`src/rtl/loss_pkg.sv`:
```
// Shared types and constants for the loss-unit producer path.
package loss_pkg;

  localparam int unsigned DATA_W    = 16;
  localparam int unsigned FRAC_BITS = 8;

  typedef logic signed [DATA_W-1:0] fix_t;

  typedef enum logic [1:0] {
    IDLE = 2'd0,
    CALC = 2'd1,
    RUN  = 2'd2,
    DONE = 2'd3
  } state_t;

endpackage

```
`src/rtl/loss_feeder_if.sv`:
```
// Activation stream from the last systolic row and H/Y pair stream to the loss unit.
// master = loss_feeder side, slave = array/loss-unit side.
interface loss_feeder_if;
  import loss_pkg::*;

  fix_t act_1_in;
  fix_t act_2_in;
  logic act_valid_1_in;
  logic act_valid_2_in;
  fix_t H_1_out;
  fix_t Y_1_out;
  fix_t H_2_out;
  fix_t Y_2_out;
  logic valid_1_out;
  logic valid_2_out;

  modport master (
    input  act_1_in, act_2_in, act_valid_1_in, act_valid_2_in,
    output H_1_out, Y_1_out, H_2_out, Y_2_out, valid_1_out, valid_2_out
  );

  modport slave (
    output act_1_in, act_2_in, act_valid_1_in, act_valid_2_in,
    input  H_1_out, Y_1_out, H_2_out, Y_2_out, valid_1_out, valid_2_out
  );

endinterface

```
`src/rtl/loss_recip_div.sv`:
```
// Sequential restoring divider: one quotient bit per cycle, DATA_W cycles per divide.
// o_done_c/o_quotient_c are combinational and valid in the final iteration cycle.
module loss_recip_div
  import loss_pkg::*;
(
  input  logic              clk,
  input  logic              rst,
  input  logic              i_start,
  input  logic [DATA_W-1:0] i_dividend,
  input  logic [DATA_W-1:0] i_divisor,
  output logic              o_done_c,
  output logic [DATA_W-1:0] o_quotient_c
);

  localparam int unsigned CW = $clog2(DATA_W) + 1;

  logic              r_busy;
  logic [CW-1:0]     r_cnt;
  logic [DATA_W-1:0] r_rem;
  logic [DATA_W-1:0] r_quo;
  logic [DATA_W-1:0] r_den;

  logic [DATA_W:0]   w_rem_sh;
  logic [DATA_W:0]   w_diff;
  logic              w_ge;
  logic [DATA_W-1:0] w_rem_nxt;
  logic [DATA_W-1:0] w_quo_nxt;

  // One restoring step: shift in next dividend bit, subtract divisor if it fits.
  always_comb begin
    w_rem_sh  = {r_rem, r_quo[DATA_W-1]};
    w_diff    = w_rem_sh - {1'b0, r_den};
    w_ge      = ~w_diff[DATA_W];
    w_rem_nxt = w_ge ? w_diff[DATA_W-1:0] : w_rem_sh[DATA_W-1:0];
    w_quo_nxt = {r_quo[DATA_W-2:0], w_ge};
  end

  assign o_done_c     = r_busy && (r_cnt == CW'(1));
  assign o_quotient_c = w_quo_nxt;

  // Iteration registers; quotient shifts in from the dividend's vacated bits.
  always_ff @(posedge clk or negedge rst) begin
    if (!rst) begin
      r_busy <= 1'b0;
      r_cnt  <= '0;
      r_rem  <= '0;
      r_quo  <= '0;
      r_den  <= '0;
    end else if (i_start) begin
      r_busy <= 1'b1;
      r_cnt  <= CW'(DATA_W);
      r_rem  <= '0;
      r_quo  <= i_dividend;
      r_den  <= i_divisor;
    end else if (r_busy) begin
      r_rem  <= w_rem_nxt;
      r_quo  <= w_quo_nxt;
      r_cnt  <= r_cnt - CW'(1);
      if (r_cnt == CW'(1)) r_busy <= 1'b0;
    end
  end

endmodule

```
`src/rtl/loss_feeder.sv`:
```
// Pairs skewed activations with buffered per-column targets and feeds the loss unit.
// Optional feature macro: LOSS_FEEDER_INV_BATCH_EN (on-chip 2/N divider; otherwise 2/N is an input).
module loss_feeder
  import loss_pkg::*;
#(
  parameter int unsigned DEPTH     = 8,
  parameter int unsigned FRAC_BITS = loss_pkg::FRAC_BITS
) (
  input  logic              clk,
  input  logic              rst,
  input  logic              start_in,
  input  logic [DATA_W-1:0] batch_size_in,
  input  logic              tgt_wr_en_in,
  input  fix_t              tgt_1_in,
  input  fix_t              tgt_2_in,
  output logic              tgt_full_out,
`ifndef LOSS_FEEDER_INV_BATCH_EN
  input  fix_t              inv_batch_size_times_two_in,
`endif
  output fix_t              inv_batch_size_times_two_out,
  output logic              busy_out,
  output logic              batch_done_out,
  output logic              err_underflow_out,
  output logic              err_unexpected_out,
  loss_feeder_if.master     lif
);

  localparam int unsigned AW = $clog2(DEPTH);
  localparam int unsigned PW = AW + 1;

  if (DEPTH < 2 || (DEPTH & (DEPTH - 1)) != 0 || FRAC_BITS + 2 > DATA_W) begin : g_bad_cfg
    $error("loss_feeder: DEPTH must be a power of two >= 2 and FRAC_BITS must fit 2/N");
  end

  state_t            r_state, w_state_nxt;
  logic [PW-1:0]     r_wr, r_rd1, r_rd2;
  fix_t              r_mem1 [DEPTH];
  fix_t              r_mem2 [DEPTH];
  logic [DATA_W-1:0] r_n, r_out_cnt;
  fix_t              r_h1, r_y1, r_h2, r_y2, r_inv;
  logic              r_v1, r_v2, r_full, r_busy, r_done, r_err_u, r_err_x;

  logic [PW-1:0]     w_cnt1, w_cnt2, w_wr_nxt, w_rd1_nxt, w_rd2_nxt;
  logic              w_start_ok, w_wr_en, w_take1, w_take2, w_under, w_unexp;
  logic              w_last, w_full_nxt;

`ifdef LOSS_FEEDER_INV_BATCH_EN
  localparam logic [DATA_W-1:0] DIVIDEND = DATA_W'(1) << (FRAC_BITS + 1);
  logic              w_div_done_c;
  logic [DATA_W-1:0] w_div_quo_c;

  loss_recip_div u_div (
    .clk          (clk),
    .rst          (rst),
    .i_start      (w_start_ok),
    .i_dividend   (DIVIDEND),
    .i_divisor    (batch_size_in),
    .o_done_c     (w_div_done_c),
    .o_quotient_c (w_div_quo_c)
  );
`endif

  // Buffer occupancy, consume/error strobes and next pointer values.
  always_comb begin
    w_cnt1     = r_wr - r_rd1;
    w_cnt2     = r_wr - r_rd2;
    w_start_ok = start_in && (r_state == IDLE) && (batch_size_in != '0);
    w_wr_en    = tgt_wr_en_in && !r_full;
    w_take1    = (r_state == RUN) && lif.act_valid_1_in && (w_cnt1 != '0);
    w_take2    = (r_state == RUN) && lif.act_valid_2_in && (w_cnt2 != '0);
    w_under    = (r_state == RUN) &&
                 ((lif.act_valid_1_in && (w_cnt1 == '0)) ||
                  (lif.act_valid_2_in && (w_cnt2 == '0)));
    w_unexp    = (r_state != RUN) && (lif.act_valid_1_in || lif.act_valid_2_in);
    w_wr_nxt   = r_wr  + PW'(w_wr_en);
    w_rd1_nxt  = r_rd1 + PW'(w_take1);
    w_rd2_nxt  = r_rd2 + PW'(w_take2);
    w_full_nxt = ((w_wr_nxt - w_rd1_nxt) == PW'(DEPTH)) ||
                 ((w_wr_nxt - w_rd2_nxt) == PW'(DEPTH));
  end

  // Batch FSM next-state; w_last marks the final column-2 pair of the batch.
  always_comb begin
    w_state_nxt = r_state;
    w_last      = 1'b0;
    case (r_state)
      IDLE: begin
        if (w_start_ok) begin
`ifdef LOSS_FEEDER_INV_BATCH_EN
          w_state_nxt = CALC;
`else
          w_state_nxt = RUN;
`endif
        end
      end
      CALC: begin
`ifdef LOSS_FEEDER_INV_BATCH_EN
        if (w_div_done_c) w_state_nxt = RUN;
`else
        w_state_nxt = IDLE;
`endif
      end
      RUN: begin
        if (r_v2 && ((r_out_cnt + DATA_W'(1)) == r_n)) begin
          w_state_nxt = DONE;
          w_last      = 1'b1;
        end
      end
      DONE:    w_state_nxt = IDLE;
      default: w_state_nxt = IDLE;
    endcase
  end

  // FSM state register.
  always_ff @(posedge clk or negedge rst) begin
    if (!rst) r_state <= IDLE;
    else      r_state <= w_state_nxt;
  end

  // Target storage; contents are don't-care until the write pointer covers them.
  always_ff @(posedge clk) begin
    if (w_wr_en) begin
      r_mem1[r_wr[AW-1:0]] <= tgt_1_in;
      r_mem2[r_wr[AW-1:0]] <= tgt_2_in;
    end
  end

  // Pointers, output pairs, batch bookkeeping and sticky errors.
  always_ff @(posedge clk or negedge rst) begin
    if (!rst) begin
      r_wr      <= '0;
      r_rd1     <= '0;
      r_rd2     <= '0;
      r_h1      <= '0;
      r_y1      <= '0;
      r_h2      <= '0;
      r_y2      <= '0;
      r_v1      <= 1'b0;
      r_v2      <= 1'b0;
      r_full    <= 1'b0;
      r_n       <= '0;
      r_out_cnt <= '0;
      r_inv     <= '0;
      r_busy    <= 1'b0;
      r_done    <= 1'b0;
      r_err_u   <= 1'b0;
      r_err_x   <= 1'b0;
    end else begin
      r_wr   <= w_wr_nxt;
      r_rd1  <= w_rd1_nxt;
      r_rd2  <= w_rd2_nxt;
      r_full <= w_full_nxt;
      r_v1   <= w_take1;
      r_v2   <= w_take2;
      if (w_take1) begin
        r_h1 <= lif.act_1_in;
        r_y1 <= r_mem1[r_rd1[AW-1:0]];
      end
      if (w_take2) begin
        r_h2 <= lif.act_2_in;
        r_y2 <= r_mem2[r_rd2[AW-1:0]];
      end
      if (w_start_ok) begin
        r_n       <= batch_size_in;
        r_out_cnt <= '0;
`ifndef LOSS_FEEDER_INV_BATCH_EN
        r_inv     <= inv_batch_size_times_two_in;
`endif
      end else if ((r_state == RUN) && r_v2) begin
        r_out_cnt <= r_out_cnt + DATA_W'(1);
      end
`ifdef LOSS_FEEDER_INV_BATCH_EN
      if (w_div_done_c) r_inv <= fix_t'(w_div_quo_c);
`endif
      r_busy <= (w_state_nxt != IDLE);
      r_done <= w_last;
      if (w_under) r_err_u <= 1'b1;
      if (w_unexp) r_err_x <= 1'b1;
    end
  end

  assign tgt_full_out                 = r_full;
  assign inv_batch_size_times_two_out = r_inv;
  assign busy_out                     = r_busy;
  assign batch_done_out               = r_done;
  assign err_underflow_out            = r_err_u;
  assign err_unexpected_out           = r_err_x;
  assign lif.H_1_out                  = r_h1;
  assign lif.Y_1_out                  = r_y1;
  assign lif.H_2_out                  = r_h2;
  assign lif.Y_2_out                  = r_y2;
  assign lif.valid_1_out              = r_v1;
  assign lif.valid_2_out              = r_v2;

endmodule

```
`src/flat_wrapper.sv`:
```
// flat-port wrapper written by rule: the top's interface ports become plain ports
module loss_feeder_flat import loss_pkg::*;
#(
  parameter int unsigned DEPTH     = 8,
  parameter int unsigned FRAC_BITS = loss_pkg::FRAC_BITS
)
  (clk, rst, start_in, batch_size_in, tgt_wr_en_in, tgt_1_in, tgt_2_in, tgt_full_out, inv_batch_size_times_two_in, inv_batch_size_times_two_out, busy_out, batch_done_out, err_underflow_out, err_unexpected_out, lif_act_1_in, lif_act_2_in, lif_act_valid_1_in, lif_act_valid_2_in, lif_H_1_out, lif_Y_1_out, lif_H_2_out, lif_Y_2_out, lif_valid_1_out, lif_valid_2_out);
  loss_feeder_if lif_i ();
  input  logic clk;
  input  logic rst;
  input  logic start_in;
  input  logic [DATA_W-1:0] batch_size_in;
  input  logic tgt_wr_en_in;
  input  fix_t tgt_1_in;
  input  fix_t tgt_2_in;
  output logic tgt_full_out;
  input  fix_t inv_batch_size_times_two_in;
  output fix_t inv_batch_size_times_two_out;
  output logic busy_out;
  output logic batch_done_out;
  output logic err_underflow_out;
  output logic err_unexpected_out;
  input wire logic [$bits(lif_i.act_1_in)-1:0] lif_act_1_in;
  input wire logic [$bits(lif_i.act_2_in)-1:0] lif_act_2_in;
  input wire logic [$bits(lif_i.act_valid_1_in)-1:0] lif_act_valid_1_in;
  input wire logic [$bits(lif_i.act_valid_2_in)-1:0] lif_act_valid_2_in;
  output wire logic [$bits(lif_i.H_1_out)-1:0] lif_H_1_out;
  output wire logic [$bits(lif_i.Y_1_out)-1:0] lif_Y_1_out;
  output wire logic [$bits(lif_i.H_2_out)-1:0] lif_H_2_out;
  output wire logic [$bits(lif_i.Y_2_out)-1:0] lif_Y_2_out;
  output wire logic [$bits(lif_i.valid_1_out)-1:0] lif_valid_1_out;
  output wire logic [$bits(lif_i.valid_2_out)-1:0] lif_valid_2_out;
  assign lif_i.act_1_in = lif_act_1_in;
  assign lif_i.act_2_in = lif_act_2_in;
  assign lif_i.act_valid_1_in = lif_act_valid_1_in;
  assign lif_i.act_valid_2_in = lif_act_valid_2_in;
  assign lif_H_1_out = lif_i.H_1_out;
  assign lif_Y_1_out = lif_i.Y_1_out;
  assign lif_H_2_out = lif_i.H_2_out;
  assign lif_Y_2_out = lif_i.Y_2_out;
  assign lif_valid_1_out = lif_i.valid_1_out;
  assign lif_valid_2_out = lif_i.valid_2_out;
  loss_feeder #(.DEPTH(DEPTH), .FRAC_BITS(FRAC_BITS)) u_core (.clk(clk), .rst(rst), .start_in(start_in), .batch_size_in(batch_size_in), .tgt_wr_en_in(tgt_wr_en_in), .tgt_1_in(tgt_1_in), .tgt_2_in(tgt_2_in), .tgt_full_out(tgt_full_out), .inv_batch_size_times_two_in(inv_batch_size_times_two_in), .inv_batch_size_times_two_out(inv_batch_size_times_two_out), .busy_out(busy_out), .batch_done_out(batch_done_out), .err_underflow_out(err_underflow_out), .err_unexpected_out(err_unexpected_out), .lif(lif_i));
endmodule
```
`config.mk`:
```
export PLATFORM = sky130hd
export DESIGN_NAME = loss_feeder_flat
export DESIGN_NICKNAME = d
export VERILOG_FILES = /design/src/rtl/loss_pkg.sv /design/src/rtl/loss_feeder_if.sv /design/src/rtl/loss_recip_div.sv /design/src/rtl/loss_feeder.sv /design/src/flat_wrapper.sv
export SDC_FILE = /design/constraint.sdc
export NUM_CORES = 1
export LEC_CHECK = 0
export BUFFER_PORTS_ARGS = -buffer_cell sky130_fd_sc_hd__buf_2
export CELL_PAD_IN_SITES_DETAIL_PLACEMENT = 1
export CELL_PAD_IN_SITES_GLOBAL_PLACEMENT = 1
export CORE_ASPECT_RATIO = 1.4
export CORE_MARGIN = 5
export CORE_UTILIZATION = 23
export CTS_BUF_LIST = sky130_fd_sc_hd__clkbuf_16
export DETAILED_ROUTE_END_ITERATION = 8
export PLACE_DENSITY_LB_ADDON = 0.15
export SYNTH_ARGS = -nofsm -noshare
export SYNTH_HDL_FRONTEND = slang
export SYNTH_SLANG_ARGS = --single-unit
```
`constraint.sdc`:
```
create_clock -name clk -period 6.36 [get_ports clk]
set_input_delay 0.954 -clock clk [delete_from_list [all_inputs] [get_ports clk]]
set_output_delay 0.954 -clock clk [all_outputs]
set_load 0.05 [all_outputs]
```
After elaboration in Yosys (flattened, before gate mapping)
Memory sizes are Yosys's and may differ from the RTL's. A register that Yosys moved wholly into a read port is not among the register bits.
Cells that the tools add are included.

storage, ports and cells
  output and inout bits = 87
  input bits = 102
  ROM bits = 0
  bits in registers = 101
  memories kept = 2
  bits in latches = 0
  bits in writable memories = 256
  word-level logic and storage cells = 70

memory list
  memory         words  bits a word  read ports  clocked after Yosys merged registers in  wr ports  line               source
  u_core.r_mem1  8      16           1           1                                        1         loss_feeder.sv:37  fix_t r_mem1 [DEPTH];
  u_core.r_mem2  8      16           1           1                                        1         loss_feeder.sv:38  fix_t r_mem2 [DEPTH];

cells by class
  reductions and logical operators = 28
  divide/modulo/power cells = 0
  $mul = 0
  eq/ne operators = 7
  muxes and demuxes = 9
  bitwise gates (word level) = 0
  add/sub/neg operators = 8
  magnitude comparators = 0
  shift operators = 0

operators with widths
  cell                                            number
  2-to-1 mux 16 bit                               2
  adder 16 x 1 -> 16 bit (second input constant)  1
  == test 16 bit                                  1
  nonzero test 16 bit                             1
  subtractor 4 bit                                4
  logical AND 1 bit                               13
  adder 4 x 1 -> 4 bit                            3
  == test 4 bit (second input constant)           2
  logical NOT 4 bit                               2
  nonzero test 4 bit                              2
  one-hot mux 2 bit (3 select lines)              1
  == test 2 bit (second input constant)           2
  2-to-1 mux 1 bit                                4
  2-to-1 mux 2 bit                                2
  nonzero test 2 bit                              2
  logical NOT 1 bit                               3
  logical OR 1 bit                                3
  == test 2 x 1 -> 1 bit (second input constant)  1
  logical NOT 2 bit                               1
  != test 2 bit (second input constant)           1
  OR reduction 2 bit                              1

Depth between registers and ports, before layout
Gate-level depths: netlist of the first run.

  depth after elaboration = 7
  mapped depth = 19
  gate-level depth less buffers = 17

Worst setup path before layout of the first run
OpenSTA, ideal clock, no wires.

  kind = register to register
  start point = register u_core.r_rd1[1]
  end point = register u_core.r_full, in the netlist u_core.tgt_full_out
  path slack = 2.151 ns
  path buffers = 3
  required time = 6.235 ns
  period minus slack after synthesis = 4.209 ns
  setup time = 0.125 ns
  cell stages (with the launch flop) = 20
  data arrival time = 4.084 ns
  path through = dfrtp_1 > clkbuf_1 > clkbuf_1 > inv_1 > ha_1 > a21o_1 > a21oi_1 > xnor2_1 > o311ai_2 > clkbuf_1 > inv_1 > ha_1 > ha_1 > inv_1 > ha_1 > a21o_1 > a21oi_1 > xor2_1 > xnor2_1 > o22ai_1

on the way
  cells in the longest elaborated chain, start to end = 7

ends and longest elaborated chain
  item                      line                source
  start: declaration        loss_feeder.sv:36   logic [PW-1:0] r_wr, r_rd1, r_rd2;
  start signal: assignment  loss_feeder.sv:150  r_rd1 <= w_rd1_nxt;
  subtractor 4 bit          loss_feeder.sv:65   w_cnt1 = r_wr - r_rd1;
  nonzero test 4 bit        loss_feeder.sv:69   w_take1 = (r_state == RUN) && lif.act_valid_1_in && (w_cnt1 != '0);
  logical AND 1 bit         loss_feeder.sv:69
  via u_core.w_take1        loss_feeder.sv:44   logic w_start_ok, w_wr_en, w_take1, w_take2, w_under, w_unexp;
  adder 4 x 1 -> 4 bit      loss_feeder.sv:76   w_rd1_nxt = r_rd1 + PW'(w_take1);
  via u_core.w_rd1_nxt[1]   loss_feeder.sv:43   logic [PW-1:0] w_cnt1, w_cnt2, w_wr_nxt, w_rd1_nxt, w_rd2_nxt;
  subtractor 4 bit          loss_feeder.sv:78   w_full_nxt = ((w_wr_nxt - w_rd1_nxt) == PW'(DEPTH)) ||
  == test 4 bit             loss_feeder.sv:78
  logical OR 1 bit          loss_feeder.sv:78
  via u_core.w_full_nxt     loss_feeder.sv:45   logic w_last, w_full_nxt;
  end signal: assignment    loss_feeder.sv:152  r_full <= w_full_nxt;
  end: declaration          loss_feeder.sv:41   logic r_v1, r_v2, r_full, r_busy, r_done, r_err_u, r_err_x;

The timed path passes the listed nets, and every way through them passes these cells.
A chain may end at the register's enable or synchronous reset.

Worst setup path in the final report of the first run
  start point = register u_core.r_rd2[1]
  end point = register u_core.r_full, in the netlist u_core.tgt_full_out

on the way
  cells in the longest elaborated chain, start to end = 7

ends and longest elaborated chain
  item                      line                source
  start: declaration        loss_feeder.sv:36
  start signal: assignment  loss_feeder.sv:151  r_rd2 <= w_rd2_nxt;
  subtractor 4 bit          loss_feeder.sv:66   w_cnt2 = r_wr - r_rd2;
  nonzero test 4 bit        loss_feeder.sv:70   w_take2 = (r_state == RUN) && lif.act_valid_2_in && (w_cnt2 != '0);
  logical AND 1 bit         loss_feeder.sv:70
  adder 4 x 1 -> 4 bit (*)  loss_feeder.sv:77   w_rd2_nxt = r_rd2 + PW'(w_take2);
  via u_core.w_rd2_nxt[1]   loss_feeder.sv:43
  subtractor 4 bit (*)      loss_feeder.sv:79   ((w_wr_nxt - w_rd2_nxt) == PW'(DEPTH));
  == test 4 bit (*)         loss_feeder.sv:79
  logical OR 1 bit (*)      loss_feeder.sv:78
  via u_core.w_full_nxt     loss_feeder.sv:45

The timed path passes the listed nets; every way through them passes the cells marked *.

==> metrics.txt, run 1 <==
IO Pins=around 190; vias in the first global route=between 10000 and 15000; detailed placer's ending HPWL=25.6 mm; Max Cap Viol=0; final setup violating endpoints=0; # DRC=0; Netlist Area Pre-Place=roughly 16000 sq um; vias per cell=between 4 and 5; Required @ worst endpoint=between 6000 and 7000 ps; Worst Setup Start Kind=flop; Tot GR Track Use=between 10% and 20%; Starting Density=between 20 and 25%; Final Max Slew Viols=0; post-synthesis register bit count=~400; status=finished, final reports clean; Area Growth Syn to Fin=22.2%; worst skew pair latency=between 500 and 600 ps; Post-Syn Nets=about 1100; CTS tree=yes; chip width=around 230 um; post-synthesis xor/xnor area fraction=between 2 and 3%; Port Buffer Count=188; post-route minimum period=roughly 4000 ps; RSZ-0062 raised after global routing=false; cells resized by post-CTS repair=0; Post-synth top cells=edfxtp_1 (256), nand2_1 (189), dfrtp_1 (133); Mapped Cells=991; fmax=251 MHz; worst hold path class=flop to flop; Adder-Cell Fraction of Synth Area=between 1.5 and 2%; Mean Syn Cell Area=~16 sq um; initial antenna violation count=5; top-area cell type share of the netlist area=49.3%; Die Height=~320 um; Final #Nets=1318; Fin Clk Skew=12.8 ps; Arr. time, crit path=4480 ps; top-count cell post-synth=edfxtp_1; Synth Area in Compound Gates=2.14%; CP endpoint kind=flop; via count=about 9000; dominant synthesized flop cell=edfxtp_1; htree depth=2; LEAKAGE=between 0.007 and 0.008 uW; full die area=around 73000 sq um; Finished Cell Area=roughly 19000 sq um; Sink Count=slightly below 400; Longest Clk Path Bufs=3; layout cell share with drive strength beyond 1=31.9%; Worst Path Max Fanout=17; TritonCTS buffer count=43; setup tns final=0 ps; gr ovfl total=0; total setup buffers inserted after CTS=0; Initial DRC Count=452; CTS Root Cell=clkbuf_16; EDFF count, synth=between 200 and 300; top cells by area, synth=edfxtp_1 (49%), dfrtp_1 (21%), mux4_2 (9.2%); core area=67600 sq um; period utilization=between 60% and 70%; drt first pass iters=4; register area share after synthesis=around 71%; first-pass GRT wire length=between 60 and 70 mm; Final Wtd Congestion=between 0.7 and 0.8; row count=around 110; final WL=around 42 mm; cts hold-fix bufs=0; mux cell area share after synthesis=around an eighth; worst slew pin tran=between 900 and 1000 ps; worst ir drop on vdd=about 0.20 mV; Synth Warn #=0; Worst slew margin=a little over a third; Synth async-reset ratio=34.2%; WL per Instance=20.2 um; Placed Area=17700 sq um; Simple-Gate Fraction of Synth Area=slightly above 8%; largest net degree at the start of global routing=93; clk slew on worst S/H paths=around 60 ps; area leader, netlist=edfxtp_1; Finished Core Util=28.2%; Final ANT Viol Nets=0; pwr dens=between 500 and 600 nW/um^2; final hold vios=0; Cell variety after synth=49; class of the most critical setup path=flop to flop; largest family of logic cells by synthesized area=multiplexers
==> final cells by class <==
type	count	area [sq um]
antenna	2	5.00
clock buffer	44	1100
clock inverter	36	287
fill	7218	48500
inverter	18	67.6
multi-input combinational	534	4370
sequential	389	11000
tap	862	1080
timing repair buffer	211	1120
==> metrics by stage <==
step | power, uW | hold slack (ps) | std cells | worst slack [ps]
detailed placement | 7490 | 462 | 2014 | 2270
global placement | 7430 | 442 | 2014 | 2400
floorplan | 6300 | 465 | 991 | 2150
global route | 10400 | 497 | 2094 | 1980
CTS | 10100 | 476 | 2094 | 2250
finish | 9770 | 470 | 2096 | 2370
==> worst max-delay path: stages (launching register included) <==
cell	delay [ps]
dfrtp_1	350
clkinv_1	560
ha_1	590
nor2b_1	180
o41ai_1	570
a41oi_4	180
ha_1	260
ha_1	300
inv_1	50
ha_1	300
a21o_1	170
o31a_1	280
o22ai_1	120
==> cell usage in the layout, fill, tap and decap left out, types with 5 or more instances in the layout <==
cell	instances
edfxtp_1	256
nand2_1	189
buf_2	187
dfrtp_1	131
mux4_2	64
clkbuf_16	44
mux2_2	42
nor2_1	35
inv_1	29
xnor2_1	25
buf_4	23
xor2_1	21
ha_1	19
nand3_1	17
a31oi_1	17
a21oi_1	14
nor4_1	13
nor3_1	9
clkinv_1	8
nand2b_1	7
nand4_1	6
nor2_4	6
mux2_1	6
clkinv_2	6
or3_1	5
o21ai_0	5
==> cell families after synthesis <==
group | after synthesis
DFF | 389
and+or+nand+nor | 302
muxes | 115
buffers and inverters | 68
AOI/OAI and AO/OA | 51
xor gates and xnor gates | 46
adders and majority gates | 20
==> worst paths after layout <==
check | from | end | slack (ps) | cells after the start
worst max-delay path | u_core.r_rd2[1]$_DFF_PN0_ | u_core.tgt_full_out$_DFF_PN0_ | 2370 | 12
max in group asynchronous | rst | u_core.r_rd1[0]$_DFF_PN0_ | 4630 | 2
worst min-delay path | u_core.err_underflow_out$_DFFE_PN0P_ | u_core.err_underflow_out$_DFFE_PN0P_ | 470 | 1
min in group asynchronous | rst | u_core.lif.H_2_out[1]$_DFFE_PN0P_ | 510 | 1
worst max register to register | u_core.r_rd2[1]$_DFF_PN0_ | u_core.tgt_full_out$_DFF_PN0_ | 2370 | 12
worst min register to register | u_core.err_underflow_out$_DFFE_PN0P_ | u_core.err_underflow_out$_DFFE_PN0P_ | 470 | 1
==> routing by layer <==
layer / global-route usage (%) / routed length, um / vias to the layer above
li1: - / - / 4077
met1: 13.7 / 17400 / 4631
met2: 20.8 / 21800 / 184
met3: 2.86 / 2140 / 60
met4: 3.34 / 1010 / 4
met5: 0 / 36 / -
==> registers in the layout, indices dropped and copies added (netlist names) <==
signal and cells:
u_core.r_out_cnt 16, u_core.err_underflow_out 1, u_core.batch_done_out 1, u_core.lif.valid_2_out 1, u_core.r_mem2 128, u_core.r_n 16
u_core.lif.H_2_out 16, u_core.lif.Y_2_out 16, u_core.r_rd2 4, u_core.r_state 2, u_core.err_unexpected_out 1, u_core.tgt_full_out 1
u_core.r_mem1 128, u_core.lif.H_1_out 16, u_core.r_wr 4, u_core.r_rd1 4, u_core.busy_out 1, u_core.lif.valid_1_out 1
u_core.lif.Y_1_out 16, u_core.inv_batch_size_times_two_out 16
==> power by group <==
| part | internal [uW] | switching, uW |
|---|---|---|
| registers | 3300 | 291 |
| clock network | 1420 | 1050 |
| logic | 1270 | 2430 |
Power figures use the tool's default switching activity.
==> inputs of run 2 (changes only) <==
==> constraint.sdc (replaced) <==
create_clock -name clk -period 3.8 [get_ports clk]
set_input_delay 0.57 -clock clk [delete_from_list [all_inputs] [get_ports clk]]
set_output_delay 0.57 -clock clk [all_outputs]
set_load 0.05 [all_outputs]
==> run 2 against run 1 <==
  * Global-route usage hardly changed
  * Largest cell class unchanged
  * Critical path depth is 5 higher
  * Critical path type unchanged
  * Wire length is 0.42% higher
  * Total power is 67% higher
  * Via count is 0.61% lower
  * Highest routed layer unchanged
==> metrics.txt, run 2 (synthesized netlist as in run 1, its figures left out) <==
status=finished, final reports clean; layout cell share with drive strength beyond 1=32.1% (+0.24 points); Worst Path Max Fanout=6 (-11); period utilization=90.3% (+28 points); full die area=73100 sq um (unchanged); via count=8901 (-0.61%); clk slew on worst S/H paths=60 ps (about the same); Area Growth Syn to Fin=22.3% (about the same); detailed placer's ending HPWL=26.1 mm (+2.0%); Port Buffer Count=188 (unchanged); initial antenna violation count=5 (unchanged); # DRC=0 (unchanged); placed cell count=2018 (+0.20%); Final ANT Viol Nets=0 (unchanged); most frequent cells in the layout=edfxtp_1 (256), nand2_1 (189), buf_2 (187), dfrtp_1 (131), mux4_2 (64); Required @ worst endpoint=4240 ps (-2610 ps); Final #Nets=1321 (+0.23%); CP bufs+invs=4 (+2); pwr dens=853 nW/um^2 (+66%); Sink Count=389 (unchanged); worst ir drop on vdd=0.315 mV (+58%); setup tns final=0 ps (unchanged); vias per cell=4.25 (-0.61%); fmax=291 MHz (+16%); Worst Setup Start Kind=flop; Arr. time, crit path=3870 ps (-610 ps); Max Cap Viol=0 (unchanged); CP endpoint kind=flop; Final Wtd Congestion=0.702 (-0.79%); crit path max-delay cell type=dfrtp_1; CTS tree=yes; Tot GR Track Use=11.6% (about the same); RSZ-0062 raised after global routing=false; final hold vios=0 (unchanged); Fin Clk Skew=19.7 ps (+7.00 ps); row count=113 (unchanged); total power=16300 uW (+67%); Longest Clk Path Bufs=3 (unchanged); final setup violating endpoints=0 (unchanged); Die Height=318 um (unchanged); IO Pins=189 (unchanged); vias in the first global route=9937 (-1.2%); chip width=230 um (unchanged); htree depth=2 (unchanged); Final Max Slew Viols=0 (unchanged); CP top delay family=compound AO/OA/AOI/OAI gates; Worst slew margin=35.3% (-1.0 points); most common cell after layout, fill and taps aside=edfxtp_1; first-pass GRT wire length=64.7 mm (-0.44%); worst skew pair latency=570 ps (about the same); gr ovfl total=0 (unchanged); CTS Root Cell=clkbuf_16; worst-path cell chain=inv_1, ha_1, inv_1, a21o_1, a21oi_2, xnor2_1, o311ai_4, inv_1, ha_1, ha_1, inv_1, ha_1, a21o_1, a21oi_2, xor2_1, xnor2_1, o22ai_1; post-route minimum period=3430 ps (-552 ps); Initial DRC Count=391 (-13%); worst slew pin tran=971 ps (+15.1 ps); core area=67600 sq um (unchanged); WL per Instance=20.3 um (+0.42%); total setup buffers inserted after CTS=0 (unchanged); Finished Layout Cells=2096 (unchanged); TritonCTS buffer count=42 (-2.3%); LEAKAGE=0.00723 uW (about the same); max incr delay on CP=440 ps (-150 ps); Starting Density=23.1% (unchanged); cts hold-fix bufs=0 (unchanged); largest net degree at the start of global routing=70 (-25%); final WL=42.5 mm (+0.42%); cells resized by post-CTS repair=0 (unchanged); class of the most critical setup path=flop to flop; drt first pass iters=6 (+2); worst hold path class=input pin to async pin
## run 2: path summary, 6_finish.rpt
path	cells past startpoint	from	to	slack [ps]
hold reg to reg	2	u_core.inv_batch_size_times_two_out[9]$_DFFE_PN0P_	u_core.inv_batch_size_times_two_out[9]$_DFFE_PN0P_	470
hold / removal	1	rst	u_core.lif.Y_2_out[6]$_DFFE_PN0P_	60
setup reg to reg	17	u_core.r_wr[0]$_DFF_PN0_	u_core.tgt_full_out$_DFF_PN0_	370
setup / recovery	17	u_core.r_wr[0]$_DFF_PN0_	u_core.tgt_full_out$_DFF_PN0_	370
min in group clk	3	inv_batch_size_times_two_in[1]	u_core.inv_batch_size_times_two_out[1]$_DFFE_PN0P_	180
max in group asynchronous	2	rst	u_core.inv_batch_size_times_two_out[4]$_DFFE_PN0P_	2770
## run 2: through the flow
step	hold slack, ps	instance area (sq um)	setup WS [ps]	util (%)
global route	93.0	19100	133	28.2
finish	56.3	19100	367	28.2
global placement	456	17700	422	26.3
detailed placement	462	17700	356	26.3
floorplan	274	15600	11.5	-
CTS	68.1	19100	338	28.2
## run 2: final cells by class
class	count	area, sq um
diodes	2	5.00
clock buffers	43	1080
clock inverters	33	238
fillers	7182	48500
inverters	18	70.1
multi-input cells	534	4380
flip-flops and latches	389	11000
well taps	862	1080
repair buffers	215	1200
## run 2: power by group
group	internal [uW]	switching, uW
combinational	2180	4100
sequential	5520	481
clock	2260	1720
## run 2: routing by layer
metal / up-vias / GRT usage, % / wire length [um]
met4: 2 / 3.48 / 1000
met1: 4613 / 13.5 / 17300
met2: 152 / 21.4 / 22600
met5: - / 0 / 13
met3: 57 / 2.36 / 1690
li1: 4077 / - / -
